[src/rtl/pulse_pattern_gen_if.sv]
// pulse_pattern_gen_if: valid/ready segment command port
interface pulse_pattern_gen_if #(
    parameter int LEN_W = 4
);
    logic             cmd_valid;
    logic             cmd_ready;
    logic             cmd_level;
    logic [LEN_W-1:0] cmd_len;

    modport master (output cmd_valid, output cmd_level, output cmd_len, input cmd_ready);
    modport slave  (input cmd_valid, input cmd_level, input cmd_len, output cmd_ready);
endinterface

[src/rtl/pulse_pattern_gen.sv]
// pulse_pattern_gen: replays queued (level, length) segments back-to-back on serial line A
module pulse_pattern_gen #(
    parameter int LEN_W = 4,
    parameter int DEPTH = 4
) (
    input  logic               clk,
    input  logic               rst_n,
    pulse_pattern_gen_if.slave cmd,
    input  logic               abort,
    output logic               A,
    output logic               busy,
    output logic               done
);
    localparam int AW = $clog2(DEPTH);

    typedef enum logic {IDLE, RUN} state_t;

    state_t           state;
    logic [LEN_W:0]   mem [DEPTH];
    logic [AW-1:0]    wp;
    logic [AW-1:0]    rp;
    logic [AW:0]      count;
    logic [LEN_W-1:0] cnt;
    logic [LEN_W:0]   head;
    logic             push;
    logic             pop;

    assign cmd.cmd_ready = count != (AW+1)'(DEPTH);
    assign push          = cmd.cmd_valid && cmd.cmd_ready && cmd.cmd_len != '0 && !abort;
    assign pop           = !abort && count != '0 && (state == IDLE || cnt == '0);
    assign head          = mem[rp];

    // segment storage; contents need no reset because count gates every read
    always_ff @(posedge clk)
        if (push) mem[wp] <= {cmd.cmd_level, cmd.cmd_len};

    // FIFO pointers and occupancy, flushed by abort
    always_ff @(posedge clk or posedge rst_n)
        if (rst_n) begin
            wp    <= '0;
            rp    <= '0;
            count <= '0;
        end else if (abort) begin
            wp    <= '0;
            rp    <= '0;
            count <= '0;
        end else begin
            wp    <= wp + AW'(push);
            rp    <= rp + AW'(pop);
            count <= count + (AW+1)'(push) - (AW+1)'(pop);
        end

    // sequencer: load a segment on pop, count it down, finish with a done pulse
    always_ff @(posedge clk or posedge rst_n)
        if (rst_n) begin
            state <= IDLE;
            A     <= 1'b0;
            busy  <= 1'b0;
            done  <= 1'b0;
            cnt   <= '0;
        end else begin
            done <= 1'b0;
            if (abort) begin
                state <= IDLE;
                A     <= 1'b0;
                busy  <= 1'b0;
                cnt   <= '0;
            end else if (pop) begin
                state <= RUN;
                A     <= head[LEN_W];
                busy  <= 1'b1;
                cnt   <= head[LEN_W-1:0] - 1'b1;
            end else if (state == RUN) begin
                if (cnt != '0) begin
                    cnt <= cnt - 1'b1;
                end else begin
                    state <= IDLE;
                    A     <= 1'b0;
                    busy  <= 1'b0;
                    done  <= 1'b1;
                end
            end
        end
endmodule

[src/flat_wrapper.sv]
// flat-port wrapper written by rule: the top's interface ports become plain ports
module pulse_pattern_gen_flat 
#(
    parameter int LEN_W = 4,
    parameter int DEPTH = 4
)
  (clk, rst_n, abort, A, busy, done, cmd_cmd_valid, cmd_cmd_level, cmd_cmd_len, cmd_cmd_ready);
  pulse_pattern_gen_if #(.LEN_W(LEN_W)) cmd_i ();
  input  logic clk;
  input  logic rst_n;
  input  logic abort;
  output logic A;
  output logic busy;
  output logic done;
  input wire logic [$bits(cmd_i.cmd_valid)-1:0] cmd_cmd_valid;
  input wire logic [$bits(cmd_i.cmd_level)-1:0] cmd_cmd_level;
  input wire logic [$bits(cmd_i.cmd_len)-1:0] cmd_cmd_len;
  output wire logic [$bits(cmd_i.cmd_ready)-1:0] cmd_cmd_ready;
  assign cmd_i.cmd_valid = cmd_cmd_valid;
  assign cmd_i.cmd_level = cmd_cmd_level;
  assign cmd_i.cmd_len = cmd_cmd_len;
  assign cmd_cmd_ready = cmd_i.cmd_ready;
  pulse_pattern_gen #(.LEN_W(LEN_W), .DEPTH(DEPTH)) u_core (.clk(clk), .rst_n(rst_n), .cmd(cmd_i), .abort(abort), .A(A), .busy(busy), .done(done));
endmodule
[config.mk]
export PLATFORM = sky130hd
export DESIGN_NAME = pulse_pattern_gen_flat
export DESIGN_NICKNAME = d
export VERILOG_FILES = /design/src/rtl/pulse_pattern_gen_if.sv /design/src/rtl/pulse_pattern_gen.sv /design/src/flat_wrapper.sv
export SDC_FILE = /design/constraint.sdc
export NUM_CORES = 1
export LEC_CHECK = 0
export CAP_MARGIN = 20
export CORE_MARGIN = 5
export CORE_UTILIZATION = 55
export DETAILED_ROUTE_END_ITERATION = 10
export PLACE_DENSITY = 0.75
export SYNTH_ARGS = -nofsm -noshare
export SYNTH_HDL_FRONTEND = slang
export SYNTH_SLANG_ARGS = --single-unit
[constraint.sdc]
create_clock -name clk -period 6.42 [get_ports clk]
set_input_delay 1.284 -clock clk [delete_from_list [all_inputs] [get_ports clk]]
set_output_delay 1.284 -clock clk [all_outputs]
set_load 0.005 [all_outputs]
== After elaboration in Yosys (flattened, before gate mapping) ==
Memory sizes are Yosys's and may differ from the RTL's.
Index checks and enable logic that the tools add are counted.
Operators by class
  add/sub/neg operators: 6
  equal/unequal tests: 2
  multiplexer cells: 23
  bitwise logic cells: 1
  reductions and logical operators: 15
Operator list (count)
  2-to-1 mux 1 bit: 16
  2-to-1 mux 4 bit: 4
  nonzero test 3 bit: 3
  nonzero test 4 bit: 2
  subtractor 4 x 1 -> 4 bit (second input constant): 2
  logical AND 1 bit: 5
  adder 2 x 1 -> 2 bit: 2
  zero test 4 bit: 1
  2-to-1 mux 2 bit: 2
  AND reduction 2 bit: 2
  adder 3 x 1 -> 3 bit: 1
  2-to-1 mux 3 bit: 1
  != test 3 x 2 -> 1 bit (second input constant): 1
  != test 3 bit (second input constant): 1
  subtractor 3 x 1 -> 3 bit: 1
  zero test 1 bit: 1
  logical OR 1 bit: 1
  NOT 1 bit: 1
Storage, ports and cells
  register bits: 15
  bits in writable memories: 20
  memories: 1
Memory list
  u_core.mem: words 4, width 5, read ports 1, clocked after Yosys merged registers in 0, wr ports 1, line pulse_pattern_gen.sv:19  | logic [LEN_W:0] mem [DEPTH];

== Logic depth before layout (Yosys ltp) ==
  depth after elaboration: 7
  depth in mapped cells: 10
  depth with buffers taken out: 9

== Least setup slack after synthesis ==
No wires, ideal clock.
  path type: input -> register
  start: input port abort
  end: register u_core.count[2]
  setup time: 0.132 ns
  arrival: 2.821 ns
  required time: 6.288 ns
  setup slack: 3.467 ns
  stages: 7
  path through: buf_2 -> nor4bb_1 -> ha_1 -> inv_1 -> fa_1 -> xnor2_1 -> nor2_1
On the way
  cells in the longest elaborated chain, start to end: 5
  elaborated cells between the ends (all ways): 7
  classes of those cells: 2 x add/sub; 1 x mux; 4 x reduce/logical
Ends and longest elaborated chain
  start: declaration: line flat_wrapper.sv:11  | input logic abort;
  zero test 1 bit: line pulse_pattern_gen.sv:29, pulse_pattern_gen.sv:30
  logical AND 1 bit (on tied branches): line pulse_pattern_gen.sv:29, pulse_pattern_gen.sv:30
  adder 3 x 1 -> 3 bit or logical AND 1 bit (tied branches): line pulse_pattern_gen.sv:50, pulse_pattern_gen.sv:30
  subtractor 3 x 1 -> 3 bit: line pulse_pattern_gen.sv:50  | count <= count + (AW+1)'(push) - (AW+1)'(pop);
  2-to-1 mux 3 bit (*): line pulse_pattern_gen.sv:43  | end else if (abort) begin
  end signal: assignment: line pulse_pattern_gen.sv:50
  end: declaration: line pulse_pattern_gen.sv:22  | logic [AW:0] count;
Mark *: on every way between the ends. The rest lies on a longest branch, timed or not.
A chain may end at the register's enable or synchronous reset.

== Worst setup path in the final report ==
  start: input port abort
  end: memory u_core.mem[0][0] in the netlist's numbering, enable pin
On the way
  cells in the longest elaborated chain, start to end: 4
Ends and longest elaborated chain
  zero test 1 bit: line pulse_pattern_gen.sv:29  | assign push = cmd.cmd_valid && cmd.cmd_ready && cmd.cmd_len != '0 && !abort;
  logical AND 1 bit: line pulse_pattern_gen.sv:29
  2-to-1 mux 1 bit: line pulse_pattern_gen.sv:35  | if (push) mem[wp] <= {cmd.cmd_level, cmd.cmd_len};
  2-to-1 mux 1 bit (implied by the code): line pulse_pattern_gen.sv:35
  end: declaration: line pulse_pattern_gen.sv:19
Every way passes these cells.

==> impl_metrics.csv <==
group,metric,value,unit
place,placed_cells,155,
drt,vias,985,
power,leakagePower,0.6998,nW
finish,area_growth,13.19,%
setup_path,reg2reg_to,"u_core.count[2]",
place,placed_cell_area,1733,sq um
job,cap_violations,0,
finish,final-seq-area,975.9,sq um
sta,max_slew_margin,38.77,%
worst_hold_path,hold_depth,1,
logic_synthesis,synthesis.area,1603,sq um
power,p_total,0.7377,mW
place,port_buffers,12,
floorplanning,io_pins,13,
place,dp_hpwl,2075,um
global_routing,grt_first_pass_wirelength,4761,um
power,worst_ir_drop_vdd,0.0002999,V
drt,drc_errors,0,
global_routing,grtUsageMet1,19.98,%
finish,multiInputGateArea,579.3,sq um
sta,min_period,3.809,ns
place,pre_cts_slack,2.238,ns
logic_synthesis,synth-xor-area-share,2.186,%
drt,firstDrtPassIters,4,
clocking,postCtsHoldBufs,0,
floorplanning,die-area,4093,sq um
floorplanning,coreArea,2781,sq um
logic_synthesis,yosysWarnings,0,
clocking,numCtsBuffers,5,
global_routing,gr-usage-met2,23.99,%
logic_synthesis,synthMuxAreaShare,10.15,%
sta,setup_slack,2.611,ns
clocking,cts_setup_buffers,0,
sta,setup_viol,0,
global_routing,first_global_vias,993,
place,gp_congestion,0.8107,
sta,hold_viol_final,0,
clocking,cts_sinks,35,
sta,holdWs,0.4999,ns
drt,ant_nets,0,
logic_synthesis,synth_cell_types,37,
setup_path,crit_start,"abort",
global_routing,overflow,0,
logic_synthesis,synth_top_family_by_area,"simple AND/OR/NAND/NOR gates",
global_routing,grt_max_degree,22,
logic_synthesis,synth_nets,132,
global_routing,gr-usage-met3,5.254,%
setup_path,crit_path_end,"u_core.mem[0][0]",
global_routing,antenna_found_initial,0,
finish,fill_cells,219,
worst_hold_path,worstHoldPathType,"reg2reg",
setup_path,r2r_start,"u_core.cnt[0]",
setup_path,worst-path-max-fanout,21,
global_routing,busiest_layer,"met2",
clocking,clk_pin_slew,0.11,ns
finish,post-route-util,65.23,%
drt,routed_via_density,6.043,
finish,diodes,0,
status,status,"finished, final reports clean",
clocking,clock_path_buffers,2,
sta,fin_crit_sh,59.33,%
power,p_per_area,406.6,nW/um^2
setup_path,end_kind,"register",
global_routing,grt_usage,15.26,%
drt,drt_wl_total,2853,um
sta,tightest_slew,0.9060,ns
floorplanning,die_h,63.98,um
setup_path,critPathRequiredTime,6.40,ns
logic_synthesis,yosys.area_share.simple,11.79,%
floorplanning,placementRows,19,
setup_path,arrival,3.79,ns
logic_synthesis,syn_avg_cell_area,13.70,sq um
drt,drt_iter0_drc,80,
finish,final_cell_area,1814,sq um
setup_path,crit_type,"in2reg",
logic_synthesis,synth_seq_cells,35,
sta,finalClockSkew,0.005031,ns
setup_path,regToRegSetupSlack,3.33,ns
logic_synthesis,synth_fa_ha_area_share,5.152,%
clocking,root_buffer,"clkbuf_4",
floorplanning,start_util,57.62,%
drt,wl_per_cell,17.50,um
finish,fin_cells,163,
finish,layout-drive-gt1-share,12.88,%
logic_synthesis,synthesis.instances,117,
logic_synthesis,synth_compound_area_share,6.870,%
logic_synthesis,synth-seq-area-share,60.89,%
sta,fmax,262.5,MHz
sta,rsz0062_at_grt,"no",
clocking,cts-htree-levels,2,
sta,setup_tns,0,ns
setup_path,cp-start-kind,"primary input",
setup_path,r2r_cells,9,
clocking,cts_resized,0,
sta,drv_slew,0,
clocking,cts_tree,"yes",
clocking,insertion_delay,0.34,ns
finish,final_nets,146,
floorplanning,die_x,63.98,um
[layout by cell type (no fill, tap or decap), drive strengths merged, types with 2 or more instances in the layout]
master         instances
a21oi                  3
clkbuf                 5
clkdlybuf4s50         12
clkinv                 2
dfrtp                 15
edfxtp                20
ha                     5
inv                    5
mux2i                  5
mux4                   5
nand2                  8
nor2                  13
nor2b                  3
nor3                   3
nor3b                  2
nor4                   2
o21ai                  3
o41ai                  3
xnor2                  3
[cell usage after synthesis]
library cell / number / area, sq um
and3b_1: 1 / 8.760
mux4_2: 5 / 112.6
a21oi_1: 3 / 15.01
fa_1: 1 / 20.02
o41ai_1: 2 / 17.52
or2_2: 1 / 6.260
nor4bb_1: 1 / 10.01
dfrtp_1: 15 / 375.4
inv_1: 5 / 18.77
o21ai_0: 2 / 10.01
buf_6: 1 / 11.26
nor3b_2: 1 / 12.51
o211ai_1: 1 / 7.510
nor3_1: 3 / 15.01
nor3b_1: 1 / 7.510
edfxtp_1: 20 / 600.6
nand3b_1: 1 / 7.510
xor2_1: 1 / 8.760
buf_2: 2 / 10.01
nor2b_1: 3 / 18.77
o21a_1: 1 / 7.510
and3_1: 1 / 6.260
nand2_1: 8 / 30.03
mux2i_1: 5 / 50.05
nand3_1: 1 / 5.000
ha_1: 5 / 62.56
o2111ai_1: 1 / 8.760
o41ai_2: 1 / 16.27
a211oi_1: 1 / 7.510
xnor2_1: 3 / 26.28
clkbuf_1: 1 / 3.750
nor2_1: 13 / 48.80
nor4_1: 2 / 12.51
o21ai_1: 1 / 5.000
buf_1: 1 / 3.750
a31oi_1: 1 / 6.260
a21o_2: 1 / 8.760
[power by group]
group | internal, mW | total [mW] | leakage, nW | switching [mW]
clock | 0.0819 | 0.160 | 0.0452 | 0.0779
combinational | 0.129 | 0.255 | 0.274 | 0.126
sequential | 0.275 | 0.323 | 0.380 | 0.0478
[cell families after synthesis]
family                     Yosys count
and+or+nand+nor                     37
DFF                                 35
AOI/OAI and AO/OA                   15
buffers and inverters               10
muxes                               10
adders and majority gates            6
xor gates and xnor gates             4
[worst max-delay path, cell delays in order]
cell and delay (ns):
clkdlybuf4s50_1 0.77, nor4bb_1 0.92, nor3b_1 0.81
[how the worst min path moves through the flow]
| stage | slack (ns) | endpoint | start |
|---|---|---|---|
| after floorplan | 0.48 | u_core.busy | u_core.busy |
| after global placement | 0.48 | u_core.busy | u_core.busy |
| after detailed placement | 0.48 | u_core.busy | u_core.busy |
| after CTS | 0.50 | u_core.busy | u_core.busy |
| after global routing | 0.52 | u_core.busy | u_core.busy |
| final | 0.50 | u_core.busy | u_core.busy |
[per-layer routing]
metal / share of wire [%] / up-vias
met5: 0 / -
met4: 1.4 / 0
met2: 51 / 18
li1: - / 462
met3: 3.6 / 5
met1: 44 / 500
[sequential cells by signal, summed over array words and instances, names as in the netlist]
signal        cells
u_core.rp         2
u_core.busy       1
u_core.state      1
u_core.wp         2
u_core.A          1
u_core.done       1
u_core.count      3
u_core.mem       20
u_core.cnt        4
[area by class of cell]
type	instances	share of cell area, %
flip-flops and latches	35	53.79
well taps	31	2.138
clock inverters	3	2.414
inverters	5	1.034
multi-input cells	72	31.93
repair buffers	12	6.621
clock buffers	5	2.069
No activity file was read; power rests on OpenSTA's default activity.
